===== src/rtl/load_store_buffer.sv =====
// load_store_buffer: in-order load/store queue feeding the memory controller and LS CDB.
// Optional LSB_MMIO_EN holds IO-space loads (addr[17:16]==2'b11) until they reach the ROB head.
module load_store_buffer #(
   parameter int LSB_BITS = 3,
   parameter int LSB_SIZE = 1 << LSB_BITS
) (
   input  logic        clk_in,
   input  logic        rst_in,
   input  logic        rdy_in,
   input  logic        i_clear,
   input  logic        i_issue_ready,
   input  logic [4:0]  i_issue_type,
   input  logic [4:0]  i_issue_rob_id,
   output logic        o_lsb_full,
   input  logic        i_cdb_ready,
   input  logic [4:0]  i_cdb_rob_id,
   input  logic [31:0] i_cdb_value,
   input  logic        i_lsb_rs_ready,
   input  logic [4:0]  i_lsb_rob_id,
   input  logic [31:0] i_lsb_st_value,
   input  logic        i_rob_msg_ready,
   input  logic [4:0]  i_rob_msg_id,
`ifdef LSB_MMIO_EN
   input  logic [4:0]  i_rob_head_id,
`endif
   output logic        o_mem_req,
   output logic        o_mem_we,
   output logic [31:0] o_mem_addr,
   output logic [1:0]  o_mem_size,
   output logic [31:0] o_mem_wdata,
   input  logic        i_mem_done,
   input  logic [31:0] i_mem_rdata,
   output logic        o_cdb_ls_ready,
   output logic [4:0]  o_cdb_ls_rob_id,
   output logic [31:0] o_cdb_ls_value
);
   typedef enum logic {IDLE, WAIT} state_t;
   localparam logic [LSB_BITS:0] W_SIZE = (LSB_BITS+1)'(LSB_SIZE);
   logic [LSB_SIZE-1:0] r_valid, r_addr_rdy, r_data_rdy, r_comm;
   logic [4:0]          r_type [LSB_SIZE];
   logic [4:0]          r_rob  [LSB_SIZE];
   logic [31:0]         r_addr [LSB_SIZE];
   logic [31:0]         r_data [LSB_SIZE];
   logic [LSB_BITS-1:0] r_head, r_tail;
   logic [LSB_BITS:0]   r_count;
   state_t              r_state;
   logic                r_flushed, r_ld_uns;
   logic [4:0]          r_ld_rob;
   logic                w_push, w_done, w_pop, w_start, w_mmio_ok, w_head_load, w_run;
   logic [LSB_SIZE-1:0] w_keep, w_live, w_new;
   logic [4:0]          w_rob [LSB_SIZE];
   logic [LSB_BITS:0]   w_ncomm;
   logic [LSB_BITS-1:0] w_idx;
   function automatic logic [31:0] f_ext(input logic [1:0] sz, input logic uns, input logic [31:0] d);
      return sz == 2'd0 ? {{24{!uns && d[7]}}, d[7:0]} :
             sz == 2'd1 ? {{16{!uns && d[15]}}, d[15:0]} : d;
   endfunction
   assign o_lsb_full  = r_count >= W_SIZE - 1'b1;
   assign w_push      = i_issue_ready && !i_clear && r_count != W_SIZE;
   assign w_head_load = r_type[r_head][4:3] == 2'b00;
`ifdef LSB_MMIO_EN
   assign w_mmio_ok   = r_addr[r_head][17:16] != 2'b11 || i_rob_head_id == r_rob[r_head];
`else
   assign w_mmio_ok   = 1'b1;
`endif
   // a load about to be flushed must not start; committed stores survive the flush
   assign w_start = r_state == IDLE && r_valid[r_head] && r_addr_rdy[r_head] &&
                    (w_head_load ? w_mmio_ok && !i_clear : r_data_rdy[r_head] && r_comm[r_head]);
   assign w_done  = r_state == WAIT && i_mem_done;
   assign w_pop   = w_done && (o_mem_we || (!r_flushed && !i_clear));
   always_comb begin
      w_keep  = '0;
      w_ncomm = '0;
      w_run   = 1'b1;
      w_idx   = '0;
      for (int i = 0; i < LSB_SIZE; i++) begin
         w_idx         = r_head + LSB_BITS'(i);
         w_run         = w_run && r_valid[w_idx] && r_comm[w_idx];
         w_keep[w_idx] = w_run;
         w_ncomm       = w_ncomm + (LSB_BITS+1)'(w_run);
      end
      for (int i = 0; i < LSB_SIZE; i++) begin
         w_new[i]  = w_push && r_tail == LSB_BITS'(i);
         w_live[i] = r_valid[i] || w_new[i];
         w_rob[i]  = w_new[i] ? i_issue_rob_id : r_rob[i];
      end
   end
   always_ff @(posedge clk_in) begin
      if (rst_in) begin
         r_valid    <= '0;
         r_addr_rdy <= '0;
         r_data_rdy <= '0;
         r_comm     <= '0;
         r_head     <= '0;
         r_tail     <= '0;
         r_count    <= '0;
      end else if (rdy_in) begin
         for (int i = 0; i < LSB_SIZE; i++) begin
            if (w_new[i]) begin
               r_valid[i]    <= 1'b1;
               r_type[i]     <= i_issue_type;
               r_rob[i]      <= i_issue_rob_id;
               r_addr_rdy[i] <= 1'b0;
               r_data_rdy[i] <= 1'b0;
               r_comm[i]     <= 1'b0;
            end
            if (w_live[i] && i_cdb_ready && w_rob[i] == i_cdb_rob_id) begin
               r_addr[i]     <= i_cdb_value;
               r_addr_rdy[i] <= 1'b1;
            end
            if (w_live[i] && i_lsb_rs_ready && w_rob[i] == i_lsb_rob_id) begin
               r_data[i]     <= i_lsb_st_value;
               r_data_rdy[i] <= 1'b1;
            end
            if (w_live[i] && i_rob_msg_ready && w_rob[i] == i_rob_msg_id)
               r_comm[i] <= 1'b1;
            if ((i_clear && !w_keep[i]) || (w_pop && r_head == LSB_BITS'(i)))
               r_valid[i] <= 1'b0;
         end
         r_head  <= r_head + LSB_BITS'(w_pop);
         r_tail  <= i_clear ? r_head + w_ncomm[LSB_BITS-1:0] : r_tail + LSB_BITS'(w_push);
         r_count <= (i_clear ? w_ncomm : r_count + (LSB_BITS+1)'(w_push)) - (LSB_BITS+1)'(w_pop);
      end
   end
   always_ff @(posedge clk_in) begin
      if (rst_in) begin
         r_state         <= IDLE;
         r_flushed       <= 1'b0;
         r_ld_uns        <= 1'b0;
         r_ld_rob        <= '0;
         o_mem_req       <= 1'b0;
         o_mem_we        <= 1'b0;
         o_mem_addr      <= '0;
         o_mem_size      <= '0;
         o_mem_wdata     <= '0;
         o_cdb_ls_ready  <= 1'b0;
         o_cdb_ls_rob_id <= '0;
         o_cdb_ls_value  <= '0;
      end else if (rdy_in) begin
         o_cdb_ls_ready <= 1'b0;
         if (w_start) begin
            r_state     <= WAIT;
            o_mem_req   <= 1'b1;
            o_mem_we    <= !w_head_load;
            o_mem_addr  <= r_addr[r_head];
            o_mem_size  <= r_type[r_head][1:0];
            o_mem_wdata <= w_head_load ? '0 : r_data[r_head];
            r_ld_uns    <= r_type[r_head][2];
            r_ld_rob    <= r_rob[r_head];
         end else if (w_done) begin
            r_state         <= IDLE;
            o_mem_req       <= 1'b0;
            r_flushed       <= 1'b0;
            o_cdb_ls_ready  <= !o_mem_we && !r_flushed && !i_clear;
            o_cdb_ls_rob_id <= r_ld_rob;
            o_cdb_ls_value  <= f_ext(o_mem_size, r_ld_uns, i_mem_rdata);
         end else if (r_state == WAIT && i_clear && !o_mem_we) begin
            r_flushed <= 1'b1;
         end
      end
   end
endmodule


===== config.mk =====
export PLATFORM = sky130hd
export DESIGN_NAME = load_store_buffer
export DESIGN_NICKNAME = d
export VERILOG_FILES = /design/src/rtl/load_store_buffer.sv
export SDC_FILE = /design/constraint.sdc
export NUM_CORES = 1
export LEC_CHECK = 0
export BUFFER_PORTS_ARGS = -buffer_cell sky130_fd_sc_hd__buf_2
export CAP_MARGIN = 20
export CORE_MARGIN = 2
export CORE_UTILIZATION = 35
export CTS_BUF_LIST = sky130_fd_sc_hd__clkbuf_4 sky130_fd_sc_hd__clkbuf_8
export DETAILED_ROUTE_END_ITERATION = 16
export PLACE_DENSITY_LB_ADDON = 0.12
export SLEW_MARGIN = 20
export SYNTH_ARGS = -nofsm -noshare
export SYNTH_HDL_FRONTEND = slang
export SYNTH_SLANG_ARGS = --single-unit

===== constraint.sdc =====
create_clock -name clk_in -period 14.63 [get_ports clk_in]
set_input_delay 3.6575 -clock clk_in [delete_from_list [all_inputs] [get_ports clk_in]]
set_output_delay 3.6575 -clock clk_in [all_outputs]
set_load 0.1 [all_outputs]

Word level (Yosys, flattened, before mapping)
Memory sizes are Yosys's and may differ from the RTL's. A register that Yosys moved wholly into a read port is not among the register bits.
Cells that the tools add are included.
W data, S select, Z words.
{"block": "word_totals", "ram_bits": 592, "ff_bits": 118, "out_inout_bits": 107, "n_memories": 4, "wordCells": 624}
{"block": "classes", "order_cmp": 17, "muxes": 269, "n_reduce_logical": 228, "addsub": 19, "n_eq_ne": 40, "bitwise_logic": 3}
{"name": "r_addr", "words": 8, "word_bits": 32, "rd": 1, "rd_clocked_by_memory_dff": 1, "write_ports": 8, "line": "42", "rtl": "logic [31:0] r_addr [LSB_SIZE];"}
{"name": "r_data", "words": 8, "word_bits": 32, "rd": 1, "rd_clocked_by_memory_dff": 1, "write_ports": 8, "line": "43", "rtl": "logic [31:0] r_data [LSB_SIZE];"}
{"name": "r_rob", "words": 8, "word_bits": 5, "rd": 9, "rd_clocked_by_memory_dff": 1, "write_ports": 1, "line": "41", "rtl": "logic [4:0] r_rob [LSB_SIZE];"}
{"name": "r_type", "words": 8, "word_bits": 5, "rd": 1, "rd_clocked_by_memory_dff": 1, "write_ports": 1, "line": "40", "rtl": "logic [4:0] r_type [LSB_SIZE];"}
{"cell": "$mux W1", "count": 191}
{"cell": "$eq A5 B5 Y1", "count": 24}
{"cell": "$logic_and A1 B1 Y1", "count": 110}
{"cell": "$mux W5", "count": 22}
{"cell": "$mux W32", "count": 3}
{"cell": "$reduce_or A5 Y1", "count": 14}
{"cell": "$reduce_and A2 Y1", "count": 34}
{"cell": "$reduce_bool A2 Y1", "count": 34}
{"cell": "$mux W3", "count": 19}
{"cell": "$bwmux W8", "count": 7}
{"cell": "$bmux W1 S3", "count": 18}
{"cell": "$lt A3 B4 Y1 const B", "count": 8}
{"cell": "$demux W1 S3", "count": 8}
{"cell": "$eq A3 B3 Y1 const B", "count": 8}
{"cell": "$ge A3 B1 Y1 const B", "count": 8}
{"cell": "$add A4 B1 Y4", "count": 5}
{"cell": "$logic_or A1 B1 Y1", "count": 17}
{"cell": "$logic_not A1 Y1", "count": 13}
{"cell": "$add A3 B3 Y3 const B", "count": 4}
{"cell": "$eq A3 B2 Y1 const B", "count": 4}
{"cell": "$and A8 B8 Y8", "count": 1}
{"cell": "$add A3 B1 Y3", "count": 2}
{"cell": "$add A3 B2 Y3 const B", "count": 2}
{"cell": "$eq A3 B1 Y1 const B", "count": 2}
{"cell": "14 further kinds", "count": 18}

Longest topological paths before layout
Gate-level depths: netlist of run 1.
{"block": "logic_depth", "word_depth": 23, "mapped_depth": 23}

Least setup slack after synthesis of run 1
No wires, ideal clock.
{"block": "synth_timing", "kind": "input-to-reg", "startpoint": "in i_clear", "endpoint": "mem r_data[0][0], enable pin", "slack_ns": 5.741, "t_arrival_ns": 8.385, "cell_stages": 7, "n_path_buf": 1, "required_ns": 14.125, "setup_ns": 0.505, "path_cell_list": "or4b_1 > buf_2 > nor3_4 > mux2i_1 > xor2_1 > nand3_1 > nor4_1"}
{"element": "from (decl)", "line": "10", "rtl": "input logic i_clear,"}
{"element": "to (decl)", "line": "43"}

Final worst setup path of run 1
{"block": "layout_timing", "startpoint": "reg r_head[1]", "endpoint": "reg r_tail[2]"}
{"block": "layout_between", "elab_chain_cells": 20, "elab_cells_between_ends": 63, "classes_between": "15 x add/sub; 33 x mux; 15 x reduce/logical"}
{"element": "from (decl)", "line": "44", "rtl": "logic [LSB_BITS-1:0] r_head, r_tail;"}
{"element": "from (signal assigned)", "line": "120", "rtl": "r_head <= r_head + LSB_BITS'(w_pop);"}
{"element": "branches (longest 18 deep; another with $add A3 B1 Y4)"}
{"element": "$add A3 B3 Y3 (*)", "line": "121", "rtl": "r_tail <= i_clear ? r_head + w_ncomm[LSB_BITS-1:0] : r_tail + LSB_BITS'(w_push);"}
{"element": "$mux W3 (*)", "line": "121"}
{"element": "to (signal assigned)", "line": "121"}
{"element": "to (decl)", "line": "44"}
Every way passes the cells marked *. The select of a mux whose other input is x is not followed.
A chain may end at the register's enable or synchronous reset.

==> summary.md, run 1 <==
| Metric | Value |
|---|---|
| Post-synthesis xor/xnor area fraction | `between 3 and 4%` |
| Adder-Cell Fraction of Synth Area | `1.26%` |
| Crit path top cell by count | `fa_1` |
| Slowest cell on crit path | `dfxtp_4` |
| Core ar. | `90000 sq um` |
| First-pass GRT wire length | `137000 microns` |
| Hold EP | `o_mem_wdata[10]` |
| Sequential share of the synthesized area | `65.9%` |
| Vias in the first global route | `just over 20000` |
| Worst R2R Start | `r_head[1]` |
| CP Data Required Time | `15.27 ns` |
| Die footprint | `93200 sq um` |
| Setup violations, final | `0` |
| Initial DRT Pass Iterations | `7` |
| Largest family of logic cells by synthesized area | `multiplexers` |
| I/O pin count | `237` |
| Final WL | `93000 microns` |
| Longest Clk Path Bufs | `3` |
| Synth Area in Compound Gates | `between 5 and 6%` |
| Crit. End Element | `flop` |
| Combinational Power Share | `2.6%` |
| Initial antenna violation count | `18` |
| Rows | `110` |
| Worst Hold Depth | `2` |
| GRT Residual Overflow | `0` |
| Synthesized cell area | `31800 sq um` |
| Synth Flop Type | `edfxtp_1` |
| CTS buffer count | `134` |
| Sequential share of power | `52.8%` |
| Leading cell types by total area after synthesis | `edfxtp_1 56%, mux4_2 11%, dfxtp_1 10%` |
| I/O Buffers | `roughly 240` |
| Async S/R FF share, synth | `0%` |
| Sink Count | `750` |
| Residual DRC count | `0` |
| Hold Buf Count CTS | `0` |
| Worst skew pair latency | `around 0.8 ns` |
| Post-CTS sizing | `0` |
| Final period util | `47.4%` |
| LEAKAGE | `12.3 nW` |
| Final Hold Viols | `0` |
| Final net count | `2535` |
| Power density over the cells | `approximately 120 nW/um^2` |
| DR vias/cell | `roughly 5.3` |
| HP Class | `flop to flop` |
| # fillers | `8448` |
| Worst R2R Path Depth | `18` |
| Share of cells above drive strength 1 | `between 20% and 30%` |
| GRT Total Usage | `19.9%` |
| Synth Instances | `2101` |
| Pin count of the biggest net entering global routing | `84` |
| #FFs+latches synth | `750` |
| Synth cell types | `71` |
| Critical Path AT | `7.58 ns` |
| Synth area leader | `edfxtp_1` |
| Mux contribution to synthesized area | `between 10% and 20%` |
| Sw Ratio | `21.9%` |
| CTS tree | `done` |
| Reg2Reg Setup Slack | `7.69 ns` |
| Vias | `19500` |
| Max Cap Viol | `0` |
| DP HPWL | `roughly 56000 microns` |
| Root buf cell | `clkbuf_8` |
| Reg clk slew, reported paths | `roughly 0.060 ns` |
| Synthesized net count | `roughly 2300` |
| Commonest non-fill, non-tap cells in the layout | `592 x edfxtp_1, 235 x buf_2, 208 x nand2_1` |
| Crit path launch type | `flop` |
| Post-CTS Setup Inserts | `0` |
| Power Internal | `3.41 mW` |
| Pins Over Slew Limit | `0` |
| H-tree depth | `4` |
| Unrepaired setup endpoints after global routing | `no` |
| Post-synth EDFFs | `592` |
| Status | `finished, final reports clean` |
| Period minus WS final | `6.94 ns` |
| Slew @ Worst Pin | `~1 ns` |
| Simple-gate area share of the yosys netlist | `6.94%` |
| Synth warn | `0` |
| Die width | `about 310 microns` |
| Commonest non-fill, non-tap cell in the layout | `edfxtp_1` |
| Clock skew | `between 0.05 and 0.06 ns` |
| Area Growth Syn to Fin | `16.5%` |
| Max incr delay on CP | `0.84 ns` |
| Syn avg cell area | `15.1 sq um` |
| 1st-iter DRT viols | `1466` |
| Final GP Congestion | `0.873` |
| Worst VDD drop | `0.0716 mV` |
| Starting Density | `35.3%` |
| Final WS setup | `7.69 ns` |
| Path type of the worst setup path | `flop to flop` |
| Min-delay src | `o_mem_wdata[10]` |
| Height of the die | `305 microns` |
| Pre-CTS setup slack | `between 6 and 7 ns` |
| Crit path cell chain | `buf_4, mux4_2, mux2i_4, and4_4, nand4_2, fa_1, fa_1, fa_1, inv_1, ha_1, inv_1, fa_1, fa_1, xnor2_1, xnor2_1, a22o_1, a22oi_1, nor2_1` |
| Crit-path max FO | `51` |
| Switch Pwr | `around 0.95 mW` |
| WL/cell | `25.4 microns` |
| Headroom to the max-slew limit | `34.4%` |
| Maximum clock frequency | `144 MHz` |
| Reg-to-reg endpoint | `r_tail[2]` |
| Antenna viol nets, final | `0` |
| Post-synth top area share | `56.0%` |
| Clock power frac | `44.6%` |
| Final setup TNS | `0 ns` |
[power groups by stage]
stage | logic (mW) | registers [mW] | clock network (mW)
after global routing | 0.123 | 2.30 | 2.11
after detailed placement | 0.114 | 2.34 | 0
after global placement | 0.112 | 2.34 | 0
final | 0.115 | 2.30 | 1.95
after CTS | 0.114 | 2.30 | 2.02
after floorplan | 0.0502 | 2.35 | 0
[worst max path at each step]
| stage | from | endpoint | slack (ns) |
|---|---|---|---|
| after floorplan | i_clear | r_data[0][0] | 5.74 |
| after global placement | i_clear | r_addr[3][3] | 7.03 |
| after detailed placement | i_clear | r_addr[3][3] | 7.00 |
| after CTS | r_head[1] | r_tail[2] | 7.71 |
| after global routing | r_head[0] | r_tail[2] | 7.37 |
| final | r_head[1] | r_tail[2] | 7.69 |
[metal layers]
| layer | up-vias | global-route usage [%] | part of all wire [%] |
|---|---|---|---|
| met4 | 14 | 6.01 | 2.0 |
| met5 | - | 0 | 0.086 |
| met2 | 659 | 31.9 | 47 |
| met3 | 142 | 4.84 | 6.6 |
| met1 | 9987 | 26.9 | 44 |
| li1 | 8679 | - | - |
[cell type report]
type	instances	area [sq um]	share of cell area [%]
Sequential cell	750	21000	56.7
Multi-Input combinational cell	1188	10200	27.7
Clock buffer	193	2360	6.39
Timing Repair Buffer	281	1530	4.15
Tap cell	1176	1470	3.98
Clock inverter	51	308	0.832
Inverter	21	78.8	0.213
Antenna cell	9	22.5	0.0609
[critical path: cells and delay by family (launching register included)]
kind	cells	cell delay, ns
and+or+nand+nor	3	0.77
xor gates and xnor gates	2	0.31
muxes	2	0.77
adders and majority gates	6	2.70
AOI/OAI and AO/OA	2	0.34
buffers and inverters	3	0.92
DFF	1	0.84
[cell usage after synthesis (24+ instances only)]
cell and n:
nand3_1 76, a311oi_1 39, o21ai_0 51, buf_2 28, xnor2_1 72, ha_1 24, nor2_1 111, buf_1 27
nand2_1 208, a21oi_1 104, edfxtp_1 592, xor2_1 66, clkbuf_1 81, mux2i_1 50, mux4_2 159, dfxtp_1 158
mux2_2 32
[through the flow]
stage	std cells	instance area, sq um	power [mW]	util (%)	hold slack [ns]
after floorplan	2101	31800	2.40	-	0.421
after global placement	3416	34300	2.46	38.1	0.434
after detailed placement	3416	34300	2.46	38.1	0.436
after CTS	3660	37000	4.43	41.1	0.449
after global routing	3664	37000	4.53	41.1	0.467
final	3669	37000	4.36	41.1	0.450
[cell families (layout without fill, tap and decap cells)]
group / after synthesis / count (layout)
flops: 750 / 750
simple gates: 486 / 486
compound gates: 292 / 292
mux: 242 / 242
buf+inv: 163 / 546
xor+xnor: 139 / 139
fa+ha+maj: 29 / 29
other cells: 0 / 9
[state kept, by name, indices dropped and copies added (netlist names), 32 cells and up, named ones only]
register,count
r_addr,256
o_mem_wdata,32
o_mem_addr,32
r_data,256
r_type,40
r_rob,40
o_cdb_ls_value,32
(Power assumes the default switching activity.)
==> inputs of run 2 (changes only) <==
--- a/config.mk
+++ b/config.mk
@@ -5,6 +5,7 @@
 export SDC_FILE = /design/constraint.sdc
 export NUM_CORES = 1
 export LEC_CHECK = 0
+export ABC_AREA = 1
 export BUFFER_PORTS_ARGS = -buffer_cell sky130_fd_sc_hd__buf_2
 export CAP_MARGIN = 20
 export CORE_MARGIN = 2
==> constraint.sdc (replaced) <==
create_clock -name clk_in -period 6.3 [get_ports clk_in]
set_input_delay 1.575 -clock clk_in [delete_from_list [all_inputs] [get_ports clk_in]]
set_output_delay 1.575 -clock clk_in [all_outputs]
set_load 0.1 [all_outputs]
==> summary.md, run 2 <==
| Metric | Value |
|---|---|
| Power Internal | `8.09 mW` |
| Synthesized cell area | `32700 sq um` |
| Sequential share of the synthesized area | `64.1%` |
| Residual DRC count | `0` |
| Root buf cell | `clkbuf_8` |
| Crit-path max FO | `45` |
| DP HPWL | `67600 microns` |
| Vias | `25400` |
| CTS buffer count | `136` |
| Syn avg cell area | `10.2 sq um` |
| Reg clk slew, reported paths | `roughly 0.060 ns` |
| Clock power frac | `between 40% and 50%` |
| Starting Density | `35.2%` |
| Final Cell Area | `37900 sq um` |
| Post-CTS sizing | `0` |
| Final GP Congestion | `0.947` |
| Switch Pwr | `2.59 mW` |
| Headroom to the max-slew limit | `between 20% and 30%` |
| Post-synth EDFFs | `592` |
| Final Hold Viols | `0` |
| Pins Over Slew Limit | `0` |
| Combinational Power Share | `6.5%` |
| Final net count | `3583` |
| Unrepaired setup endpoints after global routing | `no` |
| Sequential share of power | `50.3%` |
| Synth area leader | `edfxtp_1` |
| Vias in the first global route | `25200` |
| Initial DRT Pass Iterations | `5` |
| WL/cell | `22.8 microns` |
| Die footprint | `95800 sq um` |
| Min-delay src | `o_mem_wdata[21]` |
| Commonest non-fill, non-tap cell in the layout | `nand2_1` |
| Worst Hold Depth | `2` |
| Worst VDD drop | `0.188 mV` |
| Critical Path AT | `6.35 ns` |
| WHS | `approximately 0.46 ns` |
| GRT Total Usage | `22.6%` |
| First-pass GRT wire length | `161000 microns` |
| Leading cell types by total area after synthesis | `edfxtp_1 54%, dfxtp_1 9.7%, nand2_1 7.6%` |
| Synthesized net count | `3351` |
| Post-synth top area share | `54.4%` |
| Async S/R FF share, synth | `0%` |
| Antenna viol nets, final | `0` |
| Maximum clock frequency | `176 MHz` |
| Most frequent cell after synthesis | `nand2_1` |
| Slew @ Worst Pin | `1.08 ns` |
| CTS tree | `done` |
| HP Class | `flop to flop` |
| Path type of the worst setup path | `flop to flop` |
| Synth Instances | `3192` |
| Final period util | `90.3%` |
| Rows | `112` |
| Placed instance area | `35100 sq um` |
| Power density over the cells | `282 nW/um^2` |
| Die width | `around 310 microns` |
| GRT Residual Overflow | `0` |
| Reg2Reg Setup Slack | `0.61 ns` |
| I/O Buffers | `around 240` |
| CP Data Required Time | `~7.0 ns` |
| Final WS setup | `0.611 ns` |
| Final WL | `109000 microns` |
| Worst R2R Start | `r_head[0]` |
| Largest regs | `r_addr x256, r_data x256` |
| Worst R2R Path Depth | `24` |
| H-tree depth | `4` |
| Synth Flop Type | `edfxtp_1` |
| Hold Buf Count CTS | `0` |
| Crit path launch type | `flop` |
| Clock skew | `0.0516 ns` |
| Sw Ratio | `24.2%` |
| Synth warn | `0` |
| Post-CTS Setup Inserts | `0` |
| Pre-CTS setup slack | `0.591 ns` |
| Initial antenna violation count | `21` |
| 1st-iter DRT viols | `1952` |
| Max Cap Viol | `0` |
| Period minus WS final | `5.69 ns` |
| Status | `finished, final reports clean` |
| LEAKAGE | `14.4 nW` |
| Setup violations, final | `0` |
| DR vias/cell | `5.29` |
| Worst skew pair latency | `0.82 ns` |
| Area Growth Syn to Fin | `16.1%` |
| Crit. End Element | `flop` |
| Final setup TNS | `0 ns` |
| Hold EP | `o_mem_wdata[21]` |
| Pin count of the biggest net entering global routing | `91` |
| Synth top cells by count | `658 x nand2_1, 592 x edfxtp_1, 342 x nor2_1, 331 x nand3_1, 237 x o21ai_0` |
| I/O pin count | `237` |
| Reg-to-reg endpoint | `r_tail[2]` |
| Synth cell types | `55` |
| Core ar. | `between 90000 and 100000 sq um` |
| #FFs+latches synth | `750` |
| Share of cells above drive strength 1 | `16.5%` |
| Commonest non-fill, non-tap cells in the layout | `657 x nand2_1, 592 x edfxtp_1, 335 x nor2_1` |
| Sink Count | `750` |
| Height of the die | `between 300 and 400 microns` |
| Longest Clk Path Bufs | `3` |
run 2: cell count changes after synthesis, sizes merged, moves of 36 or more:
cell,delta
nand2,+459
nand3,+258
clkbuf,+66
xnor2,-66
inv,+126
nor2,+232
o221ai,+59
mux4,-159
mux2i,-50
a311oi,-39
nand4,+36
o21ai,+223
run 2: worst max path at each step:
| stage | start | endpoint | slack [ns] | depth (start not counted) |
|---|---|---|---|---|
| 2_1_floorplan | r_head[1] | r_tail[2] | 0.03 | 28 |
| 3_3_place_gp | r_head[0] | r_tail[2] | 0.67 | 24 |
| 3_5_place_dp | r_head[0] | r_tail[2] | 0.59 | 24 |
| 4_1_cts | r_head[0] | r_tail[2] | 0.59 | 24 |
| 5_1_grt | r_head[0] | r_tail[2] | 0.21 | 24 |
| 6_report | r_head[0] | r_tail[2] | 0.61 | 24 |
run 2: kinds of logic after synthesis:
| group | count (synthesis) | share of synthesized area, % |
|---|---|---|
| simple gates | 1453 | 19.0 |
| flops | 750 | 64.1 |
| compound gates | 554 | 9.90 |
| buf+inv | 352 | 4.29 |
| xor+xnor | 53 | 1.42 |
| fa+ha+maj | 29 | 1.23 |
| mux | 1 | 0.0306 |
run 2: layout make-up:
class / instances / area, sq um
fill: 9173 / 55000
sequential: 750 / 21000
multi-input combinational: 2090 / 10400
clock buffer: 210 / 2490
timing repair buffer: 297 / 1650
tap: 1254 / 1570
inverter: 149 / 571
clock inverter: 41 / 263
antenna: 9 / 22.5
run 2: worst max-delay path, stage by stage (launching register included):
cell      delay (ns)
dfxtp_4         0.43
inv_6           0.30
buf_4           0.40
nand2_1         0.13
nand3_2         0.08
nand2_1         0.07
nand2_1         0.09
nand2_2         0.10
nor2_8          0.20
nand4_4         0.15
nor2_4          0.13
nand4_2         0.15
fa_1            0.54
fa_1            0.52
fa_1            0.55
inv_1           0.04
ha_1            0.20
inv_1           0.08
fa_1            0.42
fa_1            0.40
xnor2_1         0.18
xnor2_1         0.13
nand2_1         0.06
o211ai_1        0.08
a21oi_1         0.08
run 2: per-layer routing:
layer | vias to the layer above | GRT usage [%] | routed length, microns
met1 | 12600 | 29.2 | 47100
met2 | 865 | 36.9 | 51600
met5 | - | 0 | 127
met4 | 20 | 9.27 | 3470
li1 | 11700 | - | -
met3 | 203 | 4.73 | 6930
run 2: power by group through the flow:
stage          logic, mW  registers, mW  clock network, mW
6_report           0.691           5.37               4.62
5_1_grt            0.761           5.37               4.99
4_1_cts            0.693           5.37               4.76
3_5_place_dp       0.691           5.47                  0
3_3_place_gp       0.685           5.47                  0
2_1_floorplan      0.394           5.48                  0
run 2: per-stage QoR:
| stage | total power [mW] | std cells | utilization, % |
|---|---|---|---|
| after global placement | 6.16 | 4540 | 37.8 |
| final | 10.7 | 4800 | 40.8 |
| after CTS | 10.8 | 4791 | 40.8 |
| after floorplan | 5.88 | 3192 | - |
| after detailed placement | 6.16 | 4540 | 37.8 |
| after global routing | 11.1 | 4798 | 40.8 |
==> inputs of run 3 (changes only) <==
--- a/config.mk
+++ b/config.mk
@@ -13,6 +13,7 @@
 export CTS_BUF_LIST = sky130_fd_sc_hd__clkbuf_4 sky130_fd_sc_hd__clkbuf_8
 export DETAILED_ROUTE_END_ITERATION = 16
 export PLACE_DENSITY_LB_ADDON = 0.12
+export RECOVER_POWER = 50
 export SLEW_MARGIN = 20
 export SYNTH_ARGS = -nofsm -noshare
 export SYNTH_HDL_FRONTEND = slang
==> summary.md, run 3 (synthesis gave the netlist of run 2 again) <==
| Metric | Value |
|---|---|
| Largest regs | `r_addr x256, r_data x256` |
| LEAKAGE | `13.8 nW` |
| Commonest non-fill, non-tap cells in the layout | `657 x nand2_1, 592 x edfxtp_1, 335 x nor2_1` |
| Core ar. | `92900 sq um` |
| Switch Pwr | `2.59 mW` |
| Longest Clk Path Bufs | `3` |
| Pins Over Slew Limit | `99` |
| Status | `finished, violations left` |
| WL/cell | `22.8 microns` |
| Area Growth Syn to Fin | `15.4%` |
| Crit-path max FO | `59` |
| Commonest non-fill, non-tap cell in the layout | `nand2_1` |
| Max incr delay on CP | `2.07 ns` |
| Rows | `112` |
| Violated checks | `capacitance limit, slew limit` |
| Antenna viol nets, final | `0` |
| Reg clk slew, reported paths | `0.06 ns` |
| Die width | `310 microns` |
| Pre-CTS setup slack | `around 0.6 ns` |
| Worst skew pair latency | `0.82 ns` |
| Slowest cell on crit path | `clkbuf_1` |
| Post-CTS sizing | `0` |
| 1st-iter DRT viols | `2071` |
| Period minus WS final | `5.87 ns` |
| Crit path cell chain | `buf_2, buf_4, clkinv_2, clkbuf_2, clkbuf_1, nand3_1, inv_1, buf_4` |
| Unrepaired setup endpoints after global routing | `no` |
| # fillers | `9236` |
| Grt met3 use | `under 10%` |
| Starting Density | `a little over a third` |
| DR vias/cell | `between 5 and 6` |
| Vias in the first global route | `25200` |
| Initial DRT Pass Iterations | `6` |
| Final net count | `roughly 3600` |
| I/O Buffers | `between 200 and 250` |
| H-tree depth | `4` |
| WHS | `0.460 ns` |
| Most Crowded Layer GR | `met2` |
| Sink Count | `750` |
| Die footprint | `95800 sq um` |
| First-pass GRT wire length | `161000 microns` |
| Final WS setup | `0.433 ns` |
| Share of cells above drive strength 1 | `11.8%` |
| Critical Path AT | `between 6 and 7 ns` |
| Residual DRC count | `0` |
| Headroom to the max-slew limit | `-88.6%` |
| Sequential share of power | `about half` |
| Root buf cell | `clkbuf_8` |
| I/O pin count | `237` |
| Final period util | `approximately 93%` |
| Crit path launch type | `input pin` |
| CP top delay family | `buffers and inverters` |
| DP HPWL | `67600 microns` |
| Vias | `between 20000 and 30000` |
| Setup violations, final | `0` |
| Final WL | `109000 microns` |
| Combinational Power Share | `6.4%` |
| Worst VDD drop | `0.187 mV` |
| Final setup TNS | `0 ns` |
| Final Hold Viols | `0` |
| Crit path top cell by count | `buf_4` |
| Sw Ratio | `24.3%` |
| HP Class | `flop to flop` |
| Hold Buf Count CTS | `0` |
| Global-route met2 utilization | `around 37%` |
| CP Data Required Time | `~6.7 ns` |
| GRT Total Usage | `approximately 23%` |
| Clock power frac | `a little over two fifths` |
| Height of the die | `310 microns` |
| Post-CTS Setup Inserts | `0` |
| Power Internal | `8.09 mW` |
| Final GP Congestion | `0.947` |
| Max Cap Viol | `2` |
| GRT Residual Overflow | `0` |
| Crit. End Element | `flop` |
| Path type of the worst setup path | `input pin to flop` |
| Maximum clock frequency | `170 MHz` |
| CP Buf/Inv Count | `7` |
| Slew @ Worst Pin | `about 2.8 ns` |
| Core Util, Final | `approximately 40%` |
| Power density over the cells | `283 nW/um^2` |
| Design Power | `approximately 11 mW` |
| Initial antenna violation count | `17` |
| Met1 GRT Util | `between 20% and 30%` |
| CTS buffer count | `136` |
| CTS tree | `done` |
| Clock skew | `between 0.04 and 0.05 ns` |
| Pin count of the biggest net entering global routing | `91` |
## run 3: per-stage QoR
step | instances | cell area [sq um]
3_5_place_dp | 4540 | 35100
6_report | 4799 | 37700
3_3_place_gp | 4540 | 35100
5_1_grt | 4797 | 37700
2_1_floorplan | 3192 | 32700
4_1_cts | 4791 | 37900
## run 3: cell type report
class                           instances  area (sq um)  area share (%)
Clock inverter                         41           263           0.697
Multi-Input combinational cell       2090         10400            27.6
Tap cell                             1254          1570            4.16
Antenna cell                            8          20.0          0.0531
Clock buffer                          210          2490            6.60
Inverter                              149           571            1.51
Sequential cell                       750         21000            55.6
Timing Repair Buffer                  297          1440            3.81
## run 3: routing by layer
| metal | share of wire [%] | vias to the layer above |
|---|---|---|
| met5 | 0.094 | - |
| met4 | 3.0 | 16 |
| met3 | 6.6 | 194 |
| met1 | 43 | 12600 |
| li1 | - | 11700 |
| met2 | 47 | 837 |
## run 3: worst reg2reg max path: cells and delay by family, from the launching register on
kind,cells,cell delay [ns]
AO/OA/AOI/OAI,2,0.16
XOR/XNOR,2,0.31
adder cells (fa/ha/maj),6,2.63
buffers and inverters,4,0.82
flip-flops,1,0.43
AND/OR/NAND/NOR,10,1.18
## run 3: power by group through the flow
stage	Sequential, mW	Clock (mW)	Combinational [mW]
detailed placement	5.47	0	0.691
CTS	5.37	4.76	0.693
floorplan	5.48	0	0.394
finish	5.37	4.62	0.683
global placement	5.47	0	0.685
global route	5.37	4.99	0.753
## run 3: final timing paths
path,from,to,slack [ns],cells after the start
worst min register to register,o_mem_wdata[22],o_mem_wdata[22],0.46,2
worst max-delay path,rst_in,r_addr[5][13],0.43,8
worst min-delay path,o_mem_wdata[22],o_mem_wdata[22],0.46,2
worst max register to register,r_head[0],r_tail[2],0.61,24
